<file path="src/rtl/fb_pkg.sv">
// fb_pkg: shared framebuffer definitions.
// Used by the write scheduler, the cursor logic and the VGA read side.
//   H_RES, V_RES  : visible resolution in pixels / lines
//   FB_PIXELS     : number of framebuffer words (H_RES*V_RES)
//   ADDR_W        : linear address width (holds FB_PIXELS-1)
//   COLOR_W       : pixel data width
//   fb_addr_t     : linear pixel address (y*H_RES + x)
//   fb_color_t    : pixel value
//   fb_state_e    : write-port owner state {IDLE, BRUSH, CLEAR}
package fb_pkg;

  localparam int H_RES     = 640;
  localparam int V_RES     = 480;
  localparam int FB_PIXELS = H_RES * V_RES;
  localparam int ADDR_W    = 20;
  localparam int COLOR_W   = 3;

  typedef logic [ADDR_W-1:0]  fb_addr_t;
  typedef logic [COLOR_W-1:0] fb_color_t;

  typedef enum logic [1:0] {
    IDLE  = 2'd0,
    BRUSH = 2'd1,
    CLEAR = 2'd2
  } fb_state_e;

endpackage

</file>
<file path="src/rtl/fb_clear_sweep.sv">
// fb_clear_sweep: full-screen clear engine.
// Produces one registered write per cycle, addresses 0..PIXELS-1, with the
// fill color captured at the clear request.
// Ports:
//   clk, rst      : clock, asynchronous active-high reset
//   latch         : capture latch_color this edge (the clear request)
//   latch_color   : fill value to capture
//   start         : (re)start the sweep at address 0 this edge
//   abort         : stop the sweep immediately, no done pulse
//   wr_en         : write strobe, high for every sweep write
//   wr_addr       : write address (the sweep counter)
//   wr_data       : write data
//   last          : the write currently on the bus is the final address
//   done          : one-cycle pulse in the cycle after the final write
module fb_clear_sweep #(
  parameter int ADDR_W  = fb_pkg::ADDR_W,
  parameter int COLOR_W = fb_pkg::COLOR_W,
  parameter int PIXELS  = fb_pkg::FB_PIXELS
) (
  input  logic               clk,
  input  logic               rst,
  input  logic               latch,
  input  logic [COLOR_W-1:0] latch_color,
  input  logic               start,
  input  logic               abort,
  output logic               wr_en,
  output logic [ADDR_W-1:0]  wr_addr,
  output logic [COLOR_W-1:0] wr_data,
  output logic               last,
  output logic               done
);
  import fb_pkg::*;

  localparam logic [ADDR_W-1:0] LAST_ADDR = ADDR_W'(PIXELS - 1);

  logic               active;
  logic [COLOR_W-1:0] color_q;

  assign last = active && (wr_addr == LAST_ADDR);

  // The fill color is captured on the request edge; the sweep starts one
  // edge later, so a start always sees the freshly captured color. Writes
  // already in flight keep the old color until the restart edge.
  always_ff @(posedge clk or posedge rst) begin
    if (rst) begin
      color_q <= '0;
    end else if (latch) begin
      color_q <= latch_color;
    end
  end

  always_ff @(posedge clk or posedge rst) begin
    if (rst) begin
      active  <= 1'b0;
      wr_en   <= 1'b0;
      wr_addr <= '0;
      wr_data <= '0;
      done    <= 1'b0;
    end else begin
      done <= 1'b0;
      if (abort) begin
        active  <= 1'b0;
        wr_en   <= 1'b0;
        wr_addr <= '0;
      end else if (start) begin
        // Restart takes priority over finishing, so a restarted sweep
        // yields a single done at its own end.
        active  <= 1'b1;
        wr_en   <= 1'b1;
        wr_addr <= '0;
        wr_data <= color_q;
      end else if (active) begin
        if (wr_addr == LAST_ADDR) begin
          active  <= 1'b0;
          wr_en   <= 1'b0;
          wr_addr <= '0;
          done    <= 1'b1;
        end else begin
          wr_en   <= 1'b1;
          wr_addr <= wr_addr + 1'b1;
          wr_data <= color_q;
        end
      end
    end
  end

endmodule

</file>
<file path="src/rtl/fb_write_scheduler.sv">
// fb_write_scheduler: owner of the single framebuffer write port.
// Shares the port between the brush stream and the clear sweep, stalls the
// brush while a clear is pending or running, and drops brush beats whose
// address lies outside the framebuffer.
// Ports:
//   clk, reset    : clock, asynchronous active-high reset
//   brush_valid   : brush beat offered
//   brush_ready   : brush beat accepted this cycle
//   brush_addr    : linear pixel address
//   brush_color   : pixel value
//   clear_req     : one-cycle pulse starting a full-screen clear
//   clear_color   : fill value, sampled with clear_req
//   mem_we/addr/wdata : registered framebuffer write bus
//   busy          : clear pending or sweeping
//   clear_done    : one-cycle pulse after the last clear write
//   drop_count    : saturating count of dropped out-of-range beats
//
// Brush handshake: a beat transfers on a rising edge where brush_valid and
// brush_ready are both high. brush_ready does not depend on brush_valid; it
// is low whenever a clear is requested, pending or sweeping. A transferred
// beat appears on the write bus one cycle later (mem_we only if in range).
module fb_write_scheduler #(
  parameter int H_RES   = fb_pkg::H_RES,
  parameter int V_RES   = fb_pkg::V_RES,
  parameter int ADDR_W  = fb_pkg::ADDR_W,
  parameter int COLOR_W = fb_pkg::COLOR_W
) (
  input  logic               clk,
  input  logic               reset,
  input  logic               brush_valid,
  output logic               brush_ready,
  input  logic [ADDR_W-1:0]  brush_addr,
  input  logic [COLOR_W-1:0] brush_color,
  input  logic               clear_req,
  input  logic [COLOR_W-1:0] clear_color,
  output logic               mem_we,
  output logic [ADDR_W-1:0]  mem_addr,
  output logic [COLOR_W-1:0] mem_wdata,
  output logic               busy,
  output logic               clear_done,
  output logic [7:0]         drop_count
);
  import fb_pkg::*;

  localparam int PIXELS = H_RES * V_RES;
  // One extra bit so the compare is exact even if PIXELS == 2**ADDR_W.
  localparam logic [ADDR_W:0] PIXELS_W = (ADDR_W + 1)'(PIXELS);

  fb_state_e          state_q;
  fb_state_e          state_d;
  logic               clear_pending;
  logic               handshake;
  logic               in_range;

  logic               brush_we_q;
  logic [ADDR_W-1:0]  brush_addr_q;
  logic [COLOR_W-1:0] brush_data_q;

  logic               sweep_we;
  logic [ADDR_W-1:0]  sweep_addr;
  logic [COLOR_W-1:0] sweep_data;
  logic               sweep_last;
  logic               sweep_done;

  assign brush_ready = !clear_pending && (state_q != CLEAR) && !clear_req;
  assign handshake   = brush_valid && brush_ready;
  assign in_range    = ({1'b0, brush_addr} < PIXELS_W);
  assign busy        = clear_pending || (state_q == CLEAR);

  always_ff @(posedge clk or posedge reset) begin
    if (reset) begin
      state_q <= IDLE;
    end else begin
      state_q <= state_d;
    end
  end

  always_comb begin
    state_d = state_q;
    if (clear_pending) begin
      state_d = CLEAR;
    end else begin
      unique case (state_q)
        IDLE:    if (handshake) state_d = BRUSH;
        BRUSH:   if (!brush_valid) state_d = IDLE;
        CLEAR:   if (sweep_last) state_d = IDLE;
        default: state_d = IDLE;
      endcase
    end
  end

  // A request raised while one is pending simply keeps it pending.
  always_ff @(posedge clk or posedge reset) begin
    if (reset) begin
      clear_pending <= 1'b0;
    end else if (clear_req) begin
      clear_pending <= 1'b1;
    end else if (clear_pending) begin
      clear_pending <= 1'b0;
    end
  end

  always_ff @(posedge clk or posedge reset) begin
    if (reset) begin
      brush_we_q   <= 1'b0;
      brush_addr_q <= '0;
      brush_data_q <= '0;
      drop_count   <= 8'd0;
    end else begin
      brush_we_q <= handshake && in_range;
      if (handshake && in_range) begin
        brush_addr_q <= brush_addr;
        brush_data_q <= brush_color;
      end
      if (handshake && !in_range && (drop_count != 8'hFF)) begin
        drop_count <= drop_count + 8'd1;
      end
    end
  end

  fb_clear_sweep #(
    .ADDR_W  (ADDR_W),
    .COLOR_W (COLOR_W),
    .PIXELS  (PIXELS)
  ) u_sweep (
    .clk         (clk),
    .rst         (reset),
    .latch       (clear_req),
    .latch_color (clear_color),
    .start       (clear_pending),
    .abort       (1'b0),
    .wr_en       (sweep_we),
    .wr_addr     (sweep_addr),
    .wr_data     (sweep_data),
    .last        (sweep_last),
    .done        (sweep_done)
  );

  // Brush and sweep writes never overlap: a brush beat cannot be accepted
  // while a clear is requested, pending or running.
  assign mem_we     = brush_we_q || sweep_we;
  assign mem_addr   = sweep_we ? sweep_addr : brush_addr_q;
  assign mem_wdata  = sweep_we ? sweep_data : brush_data_q;
  assign clear_done = sweep_done;

endmodule

</file>
<file path="config.mk">
export PLATFORM = sky130hd
export DESIGN_NAME = fb_write_scheduler
export DESIGN_NICKNAME = d
export VERILOG_FILES = /design/src/rtl/fb_pkg.sv /design/src/rtl/fb_clear_sweep.sv /design/src/rtl/fb_write_scheduler.sv
export SDC_FILE = /design/constraint.sdc
export NUM_CORES = 1
export LEC_CHECK = 0
export ABC_AREA = 1
export CORE_ASPECT_RATIO = 1.4
export CORE_MARGIN = 2
export CORE_UTILIZATION = 53
export CTS_CLUSTER_DIAMETER = 60
export DETAILED_ROUTE_END_ITERATION = 7
export PLACE_DENSITY = 0.8
export SYNTH_ARGS = -nofsm -noshare
export SYNTH_HDL_FRONTEND = slang
export SYNTH_HIERARCHICAL = 1
export SYNTH_SLANG_ARGS = --single-unit
</file>
<file path="constraint.sdc">
create_clock -name clk -period 1.94 [get_ports clk]
set_input_delay 0.582 -clock clk [delete_from_list [all_inputs] [get_ports clk]]
set_output_delay 0.582 -clock clk [all_outputs]
set_load 0.01 [all_outputs]
</file>
==> metrics.txt <==
status finished, violations left; failing checks negative setup slack; GRT Total Usage 27.8%; maximum vdd drop 0.419 mV; dominant cell type by area after synthesis dfrtp_1; DP HPWL 6.67 mm; I/O Pins 65; initial core utilization between 50% and 60%; DIE AREA 7480 µm²; proportion of layout cells with a drive suffix above 1 22.3%; H-Tree Depth 3; Yosys warnings 6; Core Region around 6600 µm²; number of clock buffers inserted by TritonCTS 9; synth unique cells 32; largest net degree at the start of global routing 36; clk_skew 0.00890 ns; Worst-Skew Late Latency 0.35 ns; 1st-iter DRT viols 271; worst setup margin -0.0245 ns; FFs w/ async S/R, synth between 90% and 100%; Tmin final approximately 2.0 ns; # clock sinks 64; crit share post-route 101%; Routed WL per cell 14.8 µm; CP Capture Type output pin; PwrDens 672 nW/µm²; Vias 3,384; Commonest cells post-synth nand2_1 (164), dfrtp_1 (64), inv_1 (62), o21ai_0 (34), nor2_1 (25); Residual DRC 0; clock root cell clkbuf_8; Seq/Total Area, Yosys ~44%; die span in x 73.7 µm; RePlAce Congestion 0.987; Routed WL 9.47 mm; Layout area overhead 29.5%; maximum net fanout on the critical path 16; critical setup path kind reg2out; row count 35; CTS tree built; Synth top area share 44.4%; Final nets 594; Pre-antenna DRT Iters 5; clock slew at the register clock pins of the worst setup and hold paths 0.07 ns; fin area around 4700 µm²; FMAX 509 MHz; WP data required 1.36 ns; initial antenna violation count 0; Leakage 2.31 nW; synthesized area 3600 µm²; startpoint types register; Setup Viol. Count Final 1; Pwr Total 3.13 mW; Die Span Y ~100 µm; Synth Flop Type dfrtp_1; Post-synth EDFFs 0; Final ANT Viol Nets 0; synth top area cells dfrtp_1 (44%), nand2_1 (17%), inv_1 (6.5%), o21ai_0 (4.7%), o21ai_2 (4.1%); syn avg cell area 7.75 µm²; placed instance area ~4500 µm²; Seq cells post-synth between 60 and 70; first-pass GRT wire length 15.6 mm; setup TNS -0.0245 ns; cell with the most instances after synthesis nand2_1; Antenna diodes 0; worst hold path class reg2reg; GR Overflow Total 0; RSZ-0062 raised after global routing true; max-cap viol count 0; PortBufs 64; WP data arrival 1.38 ns; clk buf depth 2; cells after synthesis about 470; detail-routed via count per cell 5.29; Final Hold Fails 0; number of global-route vias before repair 3,413; Pins Over Slew Limit 0
-- cell usage in the layout, fill, tap and decap left out, types with 6 or more instances in the layout --
master           count
nor2_1              25
buf_4               29
nand3_1             24
dfrtp_1             61
buf_2               24
nand4_1              9
xor2_1               7
o21ai_0             24
o21ai_2             19
o21ai_1              8
clkbuf_8            11
nand2_1            163
inv_1               61
nor2_2               6
nand2_2              8
clkdlybuf4s50_1     35
-- where the power goes --
part	total, mW	switching [mW]	internal (mW)
combinational	0.414	0.225	0.189
sequential	1.43	0.0324	1.39
clock	1.29	0.509	0.785
-- what timing repair did --
action	4_1_cts	5_1_grt
setup endpoints to repair	28	17
pin swaps	0	0
hold buffers	0	0
resized for setup	102	18
gates cloned	0	0
setup buffers	2	2
-- final timing paths --
path	from	endpoint	slack [ns]	cells past startpoint
max	u_sweep/wr_en	mem_we	-0.02	3
min	state_q[1]	state_q[0]	0.46	1
max reg2reg	u_sweep/wr_addr[0]	state_q[1]	0.21	8
min reg2reg	state_q[1]	state_q[0]	0.46	1
max in group asynchronous	reset	drop_count[5]	0.87	3
min in group asynchronous	reset	u_sweep/wr_data[0]	0.68	3
-- logic make-up after synthesis --
| kind of cell | after synthesis | share of synthesized area, % |
|---|---|---|
| simple gates | 250 | 31.8 |
| buf+inv | 74 | 8.82 |
| flops | 64 | 44.4 |
| compound gates | 62 | 11.0 |
| xor+xnor | 9 | 2.19 |
| mux | 3 | 0.937 |
| fa+ha+maj | 2 | 0.694 |
| other cells | 1 | 0.104 |
-- final cells by class --
type | count | area, µm²
well taps | 74 | 92.6
flip-flops and latches | 64 | 1610
clock inverters | 3 | 65.1
inverters | 62 | 233
clock buffers | 12 | 155
repair buffers | 97 | 820
fillers | 507 | 1900
multi-input cells | 328 | 1700
-- flip-flops by register name, summed over array words and instances (netlist names) --
signal,flops
brush_we_q,1
u_sweep/wr_addr,20
clear_pending,1
u_sweep/wr_en,1
brush_addr_q,20
u_sweep/color_q,3
brush_data_q,3
drop_count,8
u_sweep/done,1
state_q,2
u_sweep/wr_data,3
u_sweep/active,1
-- per-stage QoR --
step,hold slack (ns),util [%],worst slack (ns),instances
floorplan,0.436,-,0.373,466
CTS,0.469,71.3,-0.0559,638
finish,0.461,71.1,-0.0245,640
detailed placement,0.454,68.9,-0.361,621
global placement,0.446,68.9,-0.357,621
global route,0.496,71.1,-0.0496,640
-- layer usage --
layer | GRT usage (%) | routed length, µm
met1 | 32.1 | 3680
met4 | 14.3 | 248
met3 | 4.58 | 461
met2 | 48.6 | 5080
met5 | 0 | 0
-- worst max-delay path, cell delays in order, from the launching register on --
cell and delay [ns]:
dfrtp_2 0.45, buf_12 0.16, or2_2 0.28, buf_2 0.14
(Power assumes the default switching activity.)
